===== src/rtl/atomic_counter_bank.sv =====
// Bank of NUM_CH event counters with multi-beat atomic snapshot reads over a BUS_W bus.
// Define ATOMIC_CNT_SAT_EN to make counters saturate at all-ones instead of wrapping.
module atomic_counter_bank #(
  parameter int NUM_CH = 4,
  parameter int CNT_W  = 64,
  parameter int BUS_W  = 32,
  localparam int BEATS  = CNT_W / BUS_W,
  localparam int SEL_W  = (NUM_CH > 1) ? $clog2(NUM_CH) : 1,
  localparam int BEAT_W = $clog2(BEATS)
) (
  input  logic              clk,
  input  logic              reset,
  input  logic [NUM_CH-1:0] trig_i,
  input  logic              req_i,
  input  logic              atomic_i,
  input  logic [SEL_W-1:0]  ch_sel_i,
  input  logic              clr_i,
  output logic              ack_o,
  output logic              err_o,
  output logic [BUS_W-1:0]  count_o
);

  if ((CNT_W % BUS_W) != 0 || BEATS < 2 || NUM_CH < 1) begin : g_bad_cfg
    $error("atomic_counter_bank: CNT_W must be a multiple of BUS_W giving at least two beats");
  end

  typedef enum logic {IDLE, BURST} state_t;

  localparam logic [BEAT_W-1:0] LAST_BEAT = BEAT_W'(BEATS - 1);

  logic [NUM_CH-1:0][CNT_W-1:0] cnt_r;
  logic [CNT_W-1:0]             snap_r;
  logic [BEAT_W-1:0]            beat_r;
  state_t                       state_r;

  logic             atomic_req_s;
  logic [CNT_W-1:0] sel_cnt_s;
  logic             sel_hit_s;

  assign atomic_req_s = req_i & atomic_i;

  // Select the addressed channel; an out-of-range select yields zero and no hit.
  always_comb begin
    sel_cnt_s = '0;
    sel_hit_s = 1'b0;
    for (int c = 0; c < NUM_CH; c++) begin
      sel_hit_s = sel_hit_s | (ch_sel_i == SEL_W'(c));
      sel_cnt_s = sel_cnt_s | ({CNT_W{ch_sel_i == SEL_W'(c)}} & cnt_r[c]);
    end
  end

  // Event counters; a clear-on-read reloads the same-cycle trigger so no event is lost.
  always_ff @(posedge clk) begin
    if (!reset) begin
      cnt_r <= '0;
    end else begin
      for (int c = 0; c < NUM_CH; c++) begin
        if (atomic_req_s && clr_i && (ch_sel_i == SEL_W'(c))) begin
          cnt_r[c] <= CNT_W'(trig_i[c]);
        end else if (trig_i[c]) begin
`ifdef ATOMIC_CNT_SAT_EN
          if (cnt_r[c] != {CNT_W{1'b1}}) begin
            cnt_r[c] <= cnt_r[c] + CNT_W'(1);
          end else begin
            cnt_r[c] <= cnt_r[c];
          end
`else
          cnt_r[c] <= cnt_r[c] + CNT_W'(1);
`endif
        end else begin
          cnt_r[c] <= cnt_r[c];
        end
      end
    end
  end

  // Read FSM: an atomic beat snapshots and answers beat 0, later beats replay the snapshot.
  always_ff @(posedge clk) begin
    if (!reset) begin
      state_r <= IDLE;
      beat_r  <= '0;
      snap_r  <= '0;
      ack_o   <= 1'b0;
      err_o   <= 1'b0;
      count_o <= '0;
    end else if (atomic_req_s) begin
      state_r <= BURST;
      beat_r  <= BEAT_W'(1);
      snap_r  <= sel_cnt_s;
      ack_o   <= 1'b1;
      err_o   <= ~sel_hit_s;
      count_o <= sel_cnt_s[BUS_W-1:0];
    end else if (req_i && (state_r == BURST)) begin
      ack_o   <= 1'b1;
      err_o   <= 1'b0;
      count_o <= snap_r[int'(beat_r) * BUS_W +: BUS_W];
      if (beat_r == LAST_BEAT) begin
        state_r <= IDLE;
        beat_r  <= '0;
      end else begin
        state_r <= BURST;
        beat_r  <= beat_r + BEAT_W'(1);
      end
    end else if (req_i) begin
      // Non-atomic beat with no read in flight.
      ack_o   <= 1'b1;
      err_o   <= 1'b1;
      count_o <= '0;
    end else begin
      ack_o   <= 1'b0;
      err_o   <= 1'b0;
      count_o <= '0;
    end
  end

endmodule


===== config.mk =====
export PLATFORM = sky130hd
export DESIGN_NAME = atomic_counter_bank
export DESIGN_NICKNAME = d
export VERILOG_FILES = /design/src/rtl/atomic_counter_bank.sv
export SDC_FILE = /design/constraint.sdc
export NUM_CORES = 1
export LEC_CHECK = 0
export ABC_AREA = 1
export BUFFER_PORTS_ARGS = -buffer_cell sky130_fd_sc_hd__buf_2
export CORE_UTILIZATION = 25
export CTS_CLUSTER_DIAMETER = 200
export DETAILED_ROUTE_END_ITERATION = 7
export HOLD_SLACK_MARGIN = 0.08
export PLACE_DENSITY_LB_ADDON = 0.2
export SYNTH_ARGS = -nofsm -noshare
export SYNTH_HDL_FRONTEND = slang
export SYNTH_SLANG_ARGS = --single-unit

===== constraint.sdc =====
create_clock -name clk -period 1.8 [get_ports clk]
set_clock_uncertainty 0.2 [all_clocks]
set_input_delay 0.36 -clock clk [delete_from_list [all_inputs] [get_ports clk]]
set_output_delay 0.36 -clock clk [all_outputs]
set_load 0.005 [all_outputs]

Yosys cells after proc, flatten, opt, wreduce, memory -nomap -nowiden
Index checks and enable logic that the tools add are counted.
{"block": "totals", "register_bits": 356, "wordCells": 73}
{"block": "op_classes", "n_addsub": 5, "n_eq_ne": 3, "shift": 1, "n_mux": 21, "bitwise": 13, "n_reduce_logical": 16}
{"cell": "$add A64 B1 Y64 const B", "count": 4}
{"cell": "$and A64 B64 Y64", "count": 4}
{"cell": "$or A64 B64 Y64", "count": 3}
{"cell": "$mux W32", "count": 2}
{"cell": "$shiftx A64 B7 Y32", "count": 1}
{"cell": "$mux W1", "count": 19}
{"cell": "$reduce_bool A2 Y1", "count": 5}
{"cell": "$reduce_or A2 Y1", "count": 4}
{"cell": "$logic_and A1 B1 Y1", "count": 6}
{"cell": "$eq A2 B2 Y1 const B", "count": 2}
{"cell": "$or A1 B1 Y1", "count": 3}
{"cell": "$eq A2 B1 Y1 const B", "count": 1}
{"cell": "$logic_not A2 Y1", "count": 1}
{"cell": "$not A1 Y1", "count": 2}
{"cell": "$add A1 B1 Y1 const B", "count": 1}
{"cell": "$and A1 B1 Y1", "count": 1}

Logic depth before layout (Yosys ltp)
Gate-level depths: netlist (run 1).
{"block": "depth", "word_depth": 6, "ltp_mapped": 11, "ltp_nobuf": 11}

Least setup slack after synthesis (run 1)
OpenSTA, ideal clock, no wires.
{"block": "synth_timing", "path_kind": "register -> register", "from": "reg cnt_r[0] in the netlist's numbering", "to": "reg cnt_r[20] in the netlist's numbering", "t_arrival_ps": 1395, "required_time_ps": 1468, "setup_slack_ps": 73, "path_stages_with_launch": 9, "n_path_buf": 0, "period_less_slack_ps": 1727, "path_cell_list": "dfxtp_1 > ha_1 > nand2_1 > nor2_1 > nand2_1 > nor2_2 > inv_1 > o21ai_0 > a21oi_1"}
{"block": "synth_between", "elab_chain_len": 1}
{"element": "from (decl)", "line_no": "31", "rtl": "logic [NUM_CH-1:0][CNT_W-1:0] cnt_r;"}
{"element": "from (signal, indexed assignment)", "line_no": "59", "rtl": "cnt_r[c] <= CNT_W'(trig_i[c]);"}
{"element": "from (signal, indexed assignment)", "line_no": "68", "rtl": "cnt_r[c] <= cnt_r[c] + CNT_W'(1);"}
{"element": "from (signal, indexed assignment)", "line_no": "71", "rtl": "cnt_r[c] <= cnt_r[c];"}
{"element": "$add A64 B1 Y64", "line_no": "68"}
No other way between the ends.
A chain may end at the register's enable or synchronous reset.

Final worst setup path (run 1)
{"block": "layout_timing", "from": "reg cnt_r[13] in the netlist's numbering", "to": "reg cnt_r[23] in the netlist's numbering"}
Same word-level chain as after synthesis.

==> results.json, run 1 <==
{
  "max_freq_mhz": 551,
  "slowest_stage": "dfxtp_2",
  "layout_setup_ws_ns": -0.0160,
  "tns_ns": -0.0346,
  "hold_viol": 0,
  "regArea_um2": 6660,
  "rsz0062_at_grt": "yes",
  "cts_buffers": 41,
  "pin_count": 45,
  "dp_hpwl_um": 71100,
  "area_growth_pct": 49.9,
  "synthDistinctLibCells": 37,
  "track_usage": 0.223,
  "tritoncts": "done",
  "crit_required_ns": 2.07,
  "routed_wl_um": 88900,
  "vdd_drop_max_v": 0.000568,
  "crit_type": "flop to flop",
  "min_period_ns": 1.82,
  "fp.dieW_um": 276,
  "drv_cap": 0,
  "grt_pass1_vias": 20500,
  "fp.coreArea_um2": 74400,
  "ys_top_cells_by_area": "dfxtp_1 (34%), nand2_1 (16%), nor2_1 (11%), nand3_1 (7.4%), inv_1 (6.8%)",
  "remaining_drc_errors": 2,
  "nets": 3739,
  "wl_per_cell_um": 18.8,
  "rows": 100,
  "place_congestion": 0.951,
  "initial_core_util": 0.252,
  "die_area_um2": 76300,
  "yosys_warnings": 0,
  "htree_levels": 2,
  "antenna_left": 0,
  "multi_input_area_um2": 12200,
  "status": "finished with violations",
  "grt_overflow": 0,
  "p_leak_nw": 10.3,
  "die_h_um": 276,
  "insertion_delay_ns": 0.59,
  "synthesis.instances": 3106,
  "synth-seq-cells": 323,
  "drv_slew": 0,
  "crit_family": "simple AND/OR/NAND/NOR gates",
  "syn_nets": 3121,
  "path_buf_inv": 2,
  "port_buffers": 44,
  "startpoint_type": "flop",
  "drive_gt1_frac": 0.344,
  "crit_top_cell": "buf_6",
  "cp_max_fo": 4,
  "crit_chain": "nand2_2 -> buf_6 -> nor2_4 -> buf_6 -> nand4_1 -> nor2_2 -> xor2_1 -> nor2_1",
  "cp.arrival_ns": 2.08,
  "clkTransAtPathRegs_ns": 0.06,
  "vias": 22500,
  "placedInstanceArea_um2": 24400,
  "syn_avg_cell_area_um2": 6.05,
  "grt_max_degree": 66,
  "fillers": 8012,
  "max-clock-path-buffers": 3,
  "viasPerCell": 4.77,
  "diodes": 0,
  "place_inst": 4602,
  "yosysTopAreaCell": "dfxtp_1",
  "min_path_type": "primary input to flop",
  "cts_sinks": 323,
  "cts-root-buf": "clkbuf_16",
  "finalSetupViolCount": 3,
  "ys_seq_area_frac": 0.344,
  "p_per_area_nw_per_um2": 602,
  "critPathMaxStageDelay_ns": 0.36,
  "slew_headroom": 0.728,
  "min_period_over_period": 1.01,
  "stdcell_count": 4723,
  "crit_path_end_kind": "flop",
  "synth_area_um2": 18800,
  "drtIter0Drc": 2090,
  "grt_pass1_wl_um": 128000,
  "fin_area_um2": 28200,
  "first_pass_iters": 8,
  "antenna_found_initial": 5,
  "synth_top_area_share": 0.344,
  "worst_pin_slew_ns": 0.404,
  "violations": "DRC, setup timing"
}
[cells by family after synthesis]
kind of cell | Yosys count | synth area share
AO/OA/AOI/OAI | 483 | 0.134
XOR/XNOR | 27 | 0.0126
adder cells (fa/ha/maj) | 4 | 0.00266
buffers and inverters | 440 | 0.0897
flip-flops | 323 | 0.344
AND/OR/NAND/NOR | 1829 | 0.417
[layout make-up]
type,instances,area share
clock buffers,61,0.0438
clock inverters,12,0.00591
inverters,352,0.0479
multi-input cells,2343,0.433
flip-flops and latches,323,0.237
well taps,969,0.0430
repair buffers,663,0.190
[placed cells by master (no fill, tap or decap), types with 25 or more instances in the layout]
master and n:
a21oi_1 209, buf_2 43, buf_4 555, buf_6 30, clkbuf_16 45, dfxtp_1 191, dfxtp_2 119, inv_1 321
nand2_1 690, nand2_2 87, nand2_4 25, nand3_1 244, nand3_2 28, nand4_1 48, nor2_1 394, nor2_2 127
nor2_4 94, nor3_1 47, o21ai_0 145, o21ai_1 46, o22ai_1 61, xor2_1 26
[state kept, by name (all words and copies together) (netlist names)]
| signal | flops |
|---|---|
| snap_r | 32 |
| beat_r | 1 |
| err_o | 1 |
| cnt_r | 256 |
| ack_o | 1 |
| count_o | 32 |
[metrics by stage]
stage / setup WS (ns) / hold slack [ns] / util / power (W)
floorplan: 0.0730 / 0.220 / - / 0.00774
global placement: -0.326 / 0.243 / 0.328 / 0.00818
detailed placement: -0.333 / 0.240 / 0.328 / 0.00818
CTS: -0.0307 / 0.0846 / 0.355 / 0.0171
global route: -0.125 / 0.107 / 0.378 / 0.0175
finish: -0.0160 / 0.0847 / 0.378 / 0.0170
[worst paths after layout]
check | startpoint | to | slack, ns | cells past startpoint
worst max-delay path | cnt_r[13] | cnt_r[23] | -0.02 | 8
worst min-delay path | trig_i[1] | cnt_r[69] | 0.08 | 5
worst max register to register | cnt_r[13] | cnt_r[23] | -0.02 | 8
worst min register to register | snap_r[43] | snap_r[43] | 0.27 | 2
[what timing repair did]
action / CTS / global route
endpoints found under the hold margin: 9 / 0
resized for setup: 154 / 506
hold buffers: 9 / 0
cloned: 0 / 3
setup buffers: 8 / 31
pin swaps: 33 / 132
setup endpoints to repair: 159 / 222
[synth_stat cells, drive strengths merged]
| master | n |
|---|---|
| nand3 | 277 |
| buf | 29 |
| inv | 352 |
| clkbuf | 59 |
| ha | 4 |
| a31oi | 6 |
| xor2 | 27 |
| nor2 | 616 |
| nor2b | 1 |
| or2 | 1 |
| o21a | 1 |
| nor4 | 1 |
| o22ai | 61 |
| nor3b | 6 |
| o21ai | 195 |
| nand4 | 48 |
| nand3b | 8 |
| nor3 | 65 |
| nand2 | 803 |
| dfxtp | 323 |
| a21oi | 218 |
| and2 | 3 |
| a211oi | 2 |
[where the power goes]
| group | internal [W] | switching (W) | leakage, nW |
|---|---|---|---|
| sequential | 0.00715 | 0.0000194 | 2.67 |
| clock | 0.00530 | 0.00356 | 0.690 |
| combinational | 0.000363 | 0.000577 | 6.99 |
| total | 0.0128 | 0.00415 | 10.3 |
[layer usage]
| metal | vias to the layer above | wire length, µm | global-route usage |
|---|---|---|---|
| met4 | 2 | 2710 | 0.0669 |
| li1 | 11300 | - | - |
| met2 | 636 | 38400 | 0.341 |
| met3 | 120 | 6300 | 0.0398 |
| met5 | - | 19 | 0 |
| met1 | 10500 | 41400 | 0.317 |
[worst min-delay path, cell delays in order]
cell     delay [ns]
buf_2          0.18
nand2_2        0.11
nor2_4         0.06
nand3_1        0.06
a21oi_1        0.05
Power figures use the tool's default switching activity.
==> run 2, diff against run 1 <==
Settings changed: CELL_PAD_IN_SITES_DETAIL_PLACEMENT set to 0, CELL_PAD_IN_SITES_GLOBAL_PLACEMENT set to 1, HOLD_SLACK_MARGIN 0.08 to 0.1.
==> results.json, run 2 (same netlist as run 1, synthesis figures left out) <==
{
  "track_usage": 0.239,
  "p_leak_nw": 10.5,
  "clkTransAtPathRegs_ns": 0.06,
  "fin_area_um2": 28700,
  "crit_type": "flop to flop",
  "nets": 3747,
  "first_pass_iters": 6,
  "htree_levels": 2,
  "layout_commonest_cell": "nand2_1",
  "placedInstanceArea_um2": 24400,
  "die_h_um": 276,
  "place_congestion": 0.952,
  "drv_slew": 0,
  "min_period_ns": 1.85,
  "min_from": "trig_i[1]",
  "max-clock-path-buffers": 3,
  "crit_path_end_kind": "flop",
  "drive_gt1_frac": 0.365,
  "grt_pass1_wl_um": 137000,
  "largest_register_ffs": 256,
  "internal_power_w": 0.0131,
  "grt_max_degree": 57,
  "status": "finished with violations",
  "routed_wl_um": 94700,
  "route.met2.wl_um": 41500,
  "comb_power_share": 0.055,
  "hold_ws_ns": 0.126,
  "dp_hpwl_um": 76500,
  "slew_headroom": 0.668,
  "rsz0062_at_grt": "yes",
  "drv_cap": 0,
  "layout_setup_ws_ns": -0.0523,
  "largest_register": "cnt_r",
  "power_w": 0.0174,
  "min_path_type": "primary input to flop",
  "clkPwrFrac": 0.534,
  "die_area_um2": 76300,
  "finalSetupViolCount": 6,
  "cts_buffers": 44,
  "cp_max_fo": 6,
  "tritoncts": "done",
  "grt_pass1_vias": 21500,
  "max_freq_mhz": 540,
  "remaining_drc_errors": 0,
  "maxUsedRoutingLayer": "met4",
  "cts-root-buf": "clkbuf_16",
  "startpoint_type": "flop",
  "reg_top3": "cnt_r (256), count_o (32), snap_r (32)",
  "insertion_delay_ns": 0.59,
  "dr_wl_met3_um": 5900,
  "p_sw_frac": 0.246,
  "r2r_start": "cnt_r[65]",
  "crit_start": "cnt_r[65]",
  "area_growth_pct": 52.7,
  "worst_pin_slew_ns": 0.493,
  "cp.arrival_ns": 2.14,
  "rows": 100,
  "final_cell_mix": "nand2_1 (667), buf_4 (559), nor2_1 (358), inv_1 (323), nand3_1 (227)",
  "drtIter0Drc": 2158,
  "violations": "setup timing",
  "crit_required_ns": 2.09,
  "vdd_drop_max_v": 0.000538,
  "min_period_over_period": 1.03,
  "cts_sinks": 323,
  "p_per_area_nw_per_um2": 607,
  "antenna_found_initial": 2,
  "routedLengthMet1_um": 45200,
  "p_sw_w": 0.00428,
  "pin_count": 45,
  "port_buffers": 44,
  "antenna_left": 0,
  "fp.dieW_um": 276,
  "viasPerCell": 4.83,
  "power_frac_seq": 0.411,
  "stdcell_count": 4739,
  "grt_overflow": 0,
  "place_inst": 4604,
  "hold_viol": 0,
  "initial_core_util": 0.252,
  "fp.coreArea_um2": 74400,
  "vias": 22900,
  "wl_per_cell_um": 20.0
}
## run 2: cell types whose count changed in the layout (fill, tap and decap cells not counted), moves of 17 or more
cell and delta:
nand2_1 -23, nand3_1 -17, nand2_2 +22, nor2_4 +31, nor2_1 -36
## run 2: path summary, 6_finish.rpt
path	to	cells after the start	slack (ns)
min reg2reg	snap_r[32]	2	0.27
max reg2reg	cnt_r[112]	11	-0.05
max	cnt_r[112]	11	-0.05
min	cnt_r[82]	5	0.13
## run 2: cell type report
type	instances	area, µm²
Tap cell	969	1210
Clock buffer	75	1420
Sequential cell	323	6700
Timing Repair Buffer	668	5300
Inverter	352	1330
Antenna cell	2	5.00
Multi-Input combinational cell	2343	12600
Fill cell	7940	45800
Clock inverter	7	95.1
## run 2: critical path: stages (launching register included)
cell and delay (ns):
dfxtp_2 0.35, ha_4 0.16, buf_6 0.10, nand2_4 0.05
nor2_4 0.15, nand2_4 0.09, nor2_4 0.17, nand2_4 0.09
nor2_4 0.20, nand3_2 0.09, nand2_1 0.07, nor2_1 0.04
## run 2: through the flow
| step | TNS [ns] | util | worst slack [ns] |
|---|---|---|---|
| final | -0.163 | 0.385 | -0.0523 |
| after global routing | -3.65 | 0.385 | -0.138 |
| after CTS | -0.141 | 0.358 | -0.0364 |
| after detailed placement | -39.06 | 0.328 | -0.459 |
| after global placement | -32.77 | 0.328 | -0.448 |
| after floorplan | 0 | - | 0.0730 |
## run 2: power groups by stage
| stage | Clock, W | Combinational (W) | Sequential (W) |
|---|---|---|---|
| 2_1_floorplan | 0 | 0.000395 | 0.00734 |
| 3_3_place_gp | 0 | 0.000854 | 0.00734 |
| 6_report | 0.00930 | 0.000949 | 0.00715 |
| 3_5_place_dp | 0 | 0.000856 | 0.00734 |
| 4_1_cts | 0.00948 | 0.000893 | 0.00719 |
| 5_1_grt | 0.00978 | 0.00101 | 0.00715 |
## run 2: per-layer routing
| metal | up-vias | global-route usage |
|---|---|---|
| met1 | 10800 | 0.345 |
| met2 | 625 | 0.373 |
| met3 | 101 | 0.0367 |
| met5 | - | 0 |
| met4 | 0 | 0.0531 |
| li1 | 11300 | - |
## run 2: what timing repair did
item,CTS,global route
hold endpoints to repair,20,0
gates cloned,0,0
setup endpoints to repair,170,200
hold buffers,13,0
pin swaps,38,154
setup buffers,6,32
gates resized for setup,191,595
==> run 3, diff against run 2 <==
Settings changed: SKIP_CTS_REPAIR_TIMING set to 1, TNS_END_PERCENT set to 100.
==> results.json, run 3 (same netlist as run 1, synthesis figures left out) <==
{
  "insertion_delay_ns": 0.59,
  "status": "finished with violations",
  "clkPwrFrac": 0.534,
  "max-clock-path-buffers": 3,
  "crit_family": "simple AND/OR/NAND/NOR gates",
  "cts_sinks": 323,
  "final_util": 0.385,
  "critPathMaxStageDelay_ns": 0.35,
  "fp.dieW_um": 276,
  "drive_gt1_frac": 0.363,
  "crit_type": "flop to flop",
  "largest_register_ffs": 256,
  "crit_start": "cnt_r[65]",
  "htree_levels": 2,
  "path_buf_inv": 1,
  "p_sw_frac": 0.245,
  "cp_max_fo": 6,
  "p_leak_nw": 10.5,
  "die_area_um2": 76300,
  "violations": "setup timing",
  "slowest_stage": "dfxtp_2",
  "grt_max_degree": 57,
  "min_period_over_period": 1.04,
  "cts_buffers": 44,
  "initial_core_util": 0.252,
  "drv_cap": 0,
  "power_w": 0.0174,
  "tritoncts": "done",
  "clkTransAtPathRegs_ns": 0.06,
  "slew_headroom": 0.661,
  "track_usage": 0.237,
  "min_path_type": "primary input to flop",
  "grt_overflow": 0,
  "port_buffers": 44,
  "r2r_start": "cnt_r[65]",
  "cts-root-buf": "clkbuf_16",
  "remaining_drc_errors": 0,
  "drtIter0Drc": 1958,
  "hold_viol": 0,
  "largest_register": "cnt_r",
  "place_congestion": 0.952,
  "min_period_ns": 1.87,
  "internal_power_w": 0.0131,
  "layout_setup_ws_ns": -0.0688,
  "vias": 22900,
  "nets": 3748,
  "crit_chain": "ha_4 -> buf_6 -> nand2_4 -> nor2_4 -> nand2_4 -> nor2_4 -> nand2_4 -> nor2_4 -> nand3_2 -> nand2_1 -> nor2_1",
  "antenna_left": 0,
  "viasPerCell": 4.83,
  "rows": 100,
  "cp.arrival_ns": 2.15,
  "routed_wl_um": 94600,
  "grt_pass1_vias": 21300,
  "p_sw_w": 0.00425,
  "max_freq_mhz": 535,
  "crit_required_ns": 2.08,
  "first_pass_iters": 6,
  "min_from": "trig_i[1]",
  "final_cell_mix": "nand2_1 (671), buf_4 (562), nor2_1 (367), inv_1 (326), nand3_1 (230)",
  "crit_path_end_kind": "flop",
  "finalSetupViolCount": 12,
  "layout_commonest_cell": "nand2_1",
  "die_h_um": 276,
  "worst_pin_slew_ns": 0.503,
  "grt_pass1_wl_um": 135000,
  "drv_slew": 0,
  "rsz0062_at_grt": "yes",
  "dp_hpwl_um": 76500,
  "vdd_drop_max_v": 0.000542,
  "pin_count": 45,
  "startpoint_type": "flop",
  "power_frac_seq": 0.412,
  "comb_power_share": 0.054,
  "p_per_area_nw_per_um2": 605,
  "fp.coreArea_um2": 74400,
  "area_growth_pct": 52.6,
  "wl_per_cell_um": 20.0,
  "antenna_found_initial": 3,
  "reg_top3": "cnt_r (256), count_o (32), snap_r (32)"
}
[run 3: changes by cell type in the layout (fill, tap and decap cells not counted), moves of 4 or more]
cell	before	now
nor2_2	132	125
nor3_1	46	41
dfxtp_4	29	24
nand2_1	667	671
nor3_2	17	22
inv_2	24	20
dlygate4sd3_1	12	7
nand2_2	109	103
dfxtp_2	103	109
nor2_1	358	367
[run 3: final cells by class]
cell class / instances / area (µm²)
Tap cell: 969 / 1210
Antenna cell: 2 / 5.00
Timing Repair Buffer: 669 / 5320
Inverter: 352 / 1340
Sequential cell: 323 / 6690
Clock buffer: 75 / 1420
Clock inverter: 7 / 95.1
Multi-Input combinational cell: 2343 / 12600
Fill cell: 7939 / 45800
[run 3: power by group through the flow]
| stage | Clock [W] | Combinational, W | Sequential [W] |
|---|---|---|---|
| final | 0.00927 | 0.000936 | 0.00716 |
| after detailed placement | 0 | 0.000856 | 0.00734 |
| after CTS | 0.00948 | 0.000858 | 0.00718 |
| after global placement | 0 | 0.000854 | 0.00734 |
| after global routing | 0.00977 | 0.000995 | 0.00716 |
| after floorplan | 0 | 0.000395 | 0.00734 |
[run 3: layer usage]
layer / routed length, µm / up-vias / part of all wire / track usage
met4: 2230 / 2 / 0.024 / 0.0583
met2: 41500 / 637 / 0.44 / 0.366
li1: - / 11300 / - / -
met3: 6610 / 110 / 0.070 / 0.0493
met1: 44200 / 10900 / 0.47 / 0.333
met5: 20 / - / 0.00021 / 0
[run 3: path summary, 6_finish.rpt]
path,end,slack (ns),cells after the start
worst max-delay path,cnt_r[112],-0.07,11
worst min register to register,snap_r[32],0.27,2
worst min-delay path,cnt_r[68],0.02,5
worst max register to register,cnt_r[112],-0.07,11
[run 3: per-stage QoR]
step | setup TNS (ns) | cells | hold WS, ns | setup slack [ns] | area, µm²
detailed placement | -39.06 | 4604 | 0.257 | -0.459 | 24400
floorplan | 0 | 3106 | 0.220 | 0.0730 | 18800
finish | -0.296 | 4740 | 0.0160 | -0.0688 | 28700
global route | -4.54 | 4738 | 0.0271 | -0.178 | 28700
global placement | -32.77 | 4604 | 0.248 | -0.448 | 24400
CTS | -15.71 | 4686 | -0.266 | -0.277 | 25900
[run 3: worst min-delay path: stages]
cell     delay, ns
buf_2         0.15
nand2_4       0.08
nor2_4        0.05
nand2_1       0.05
a21oi_1       0.05
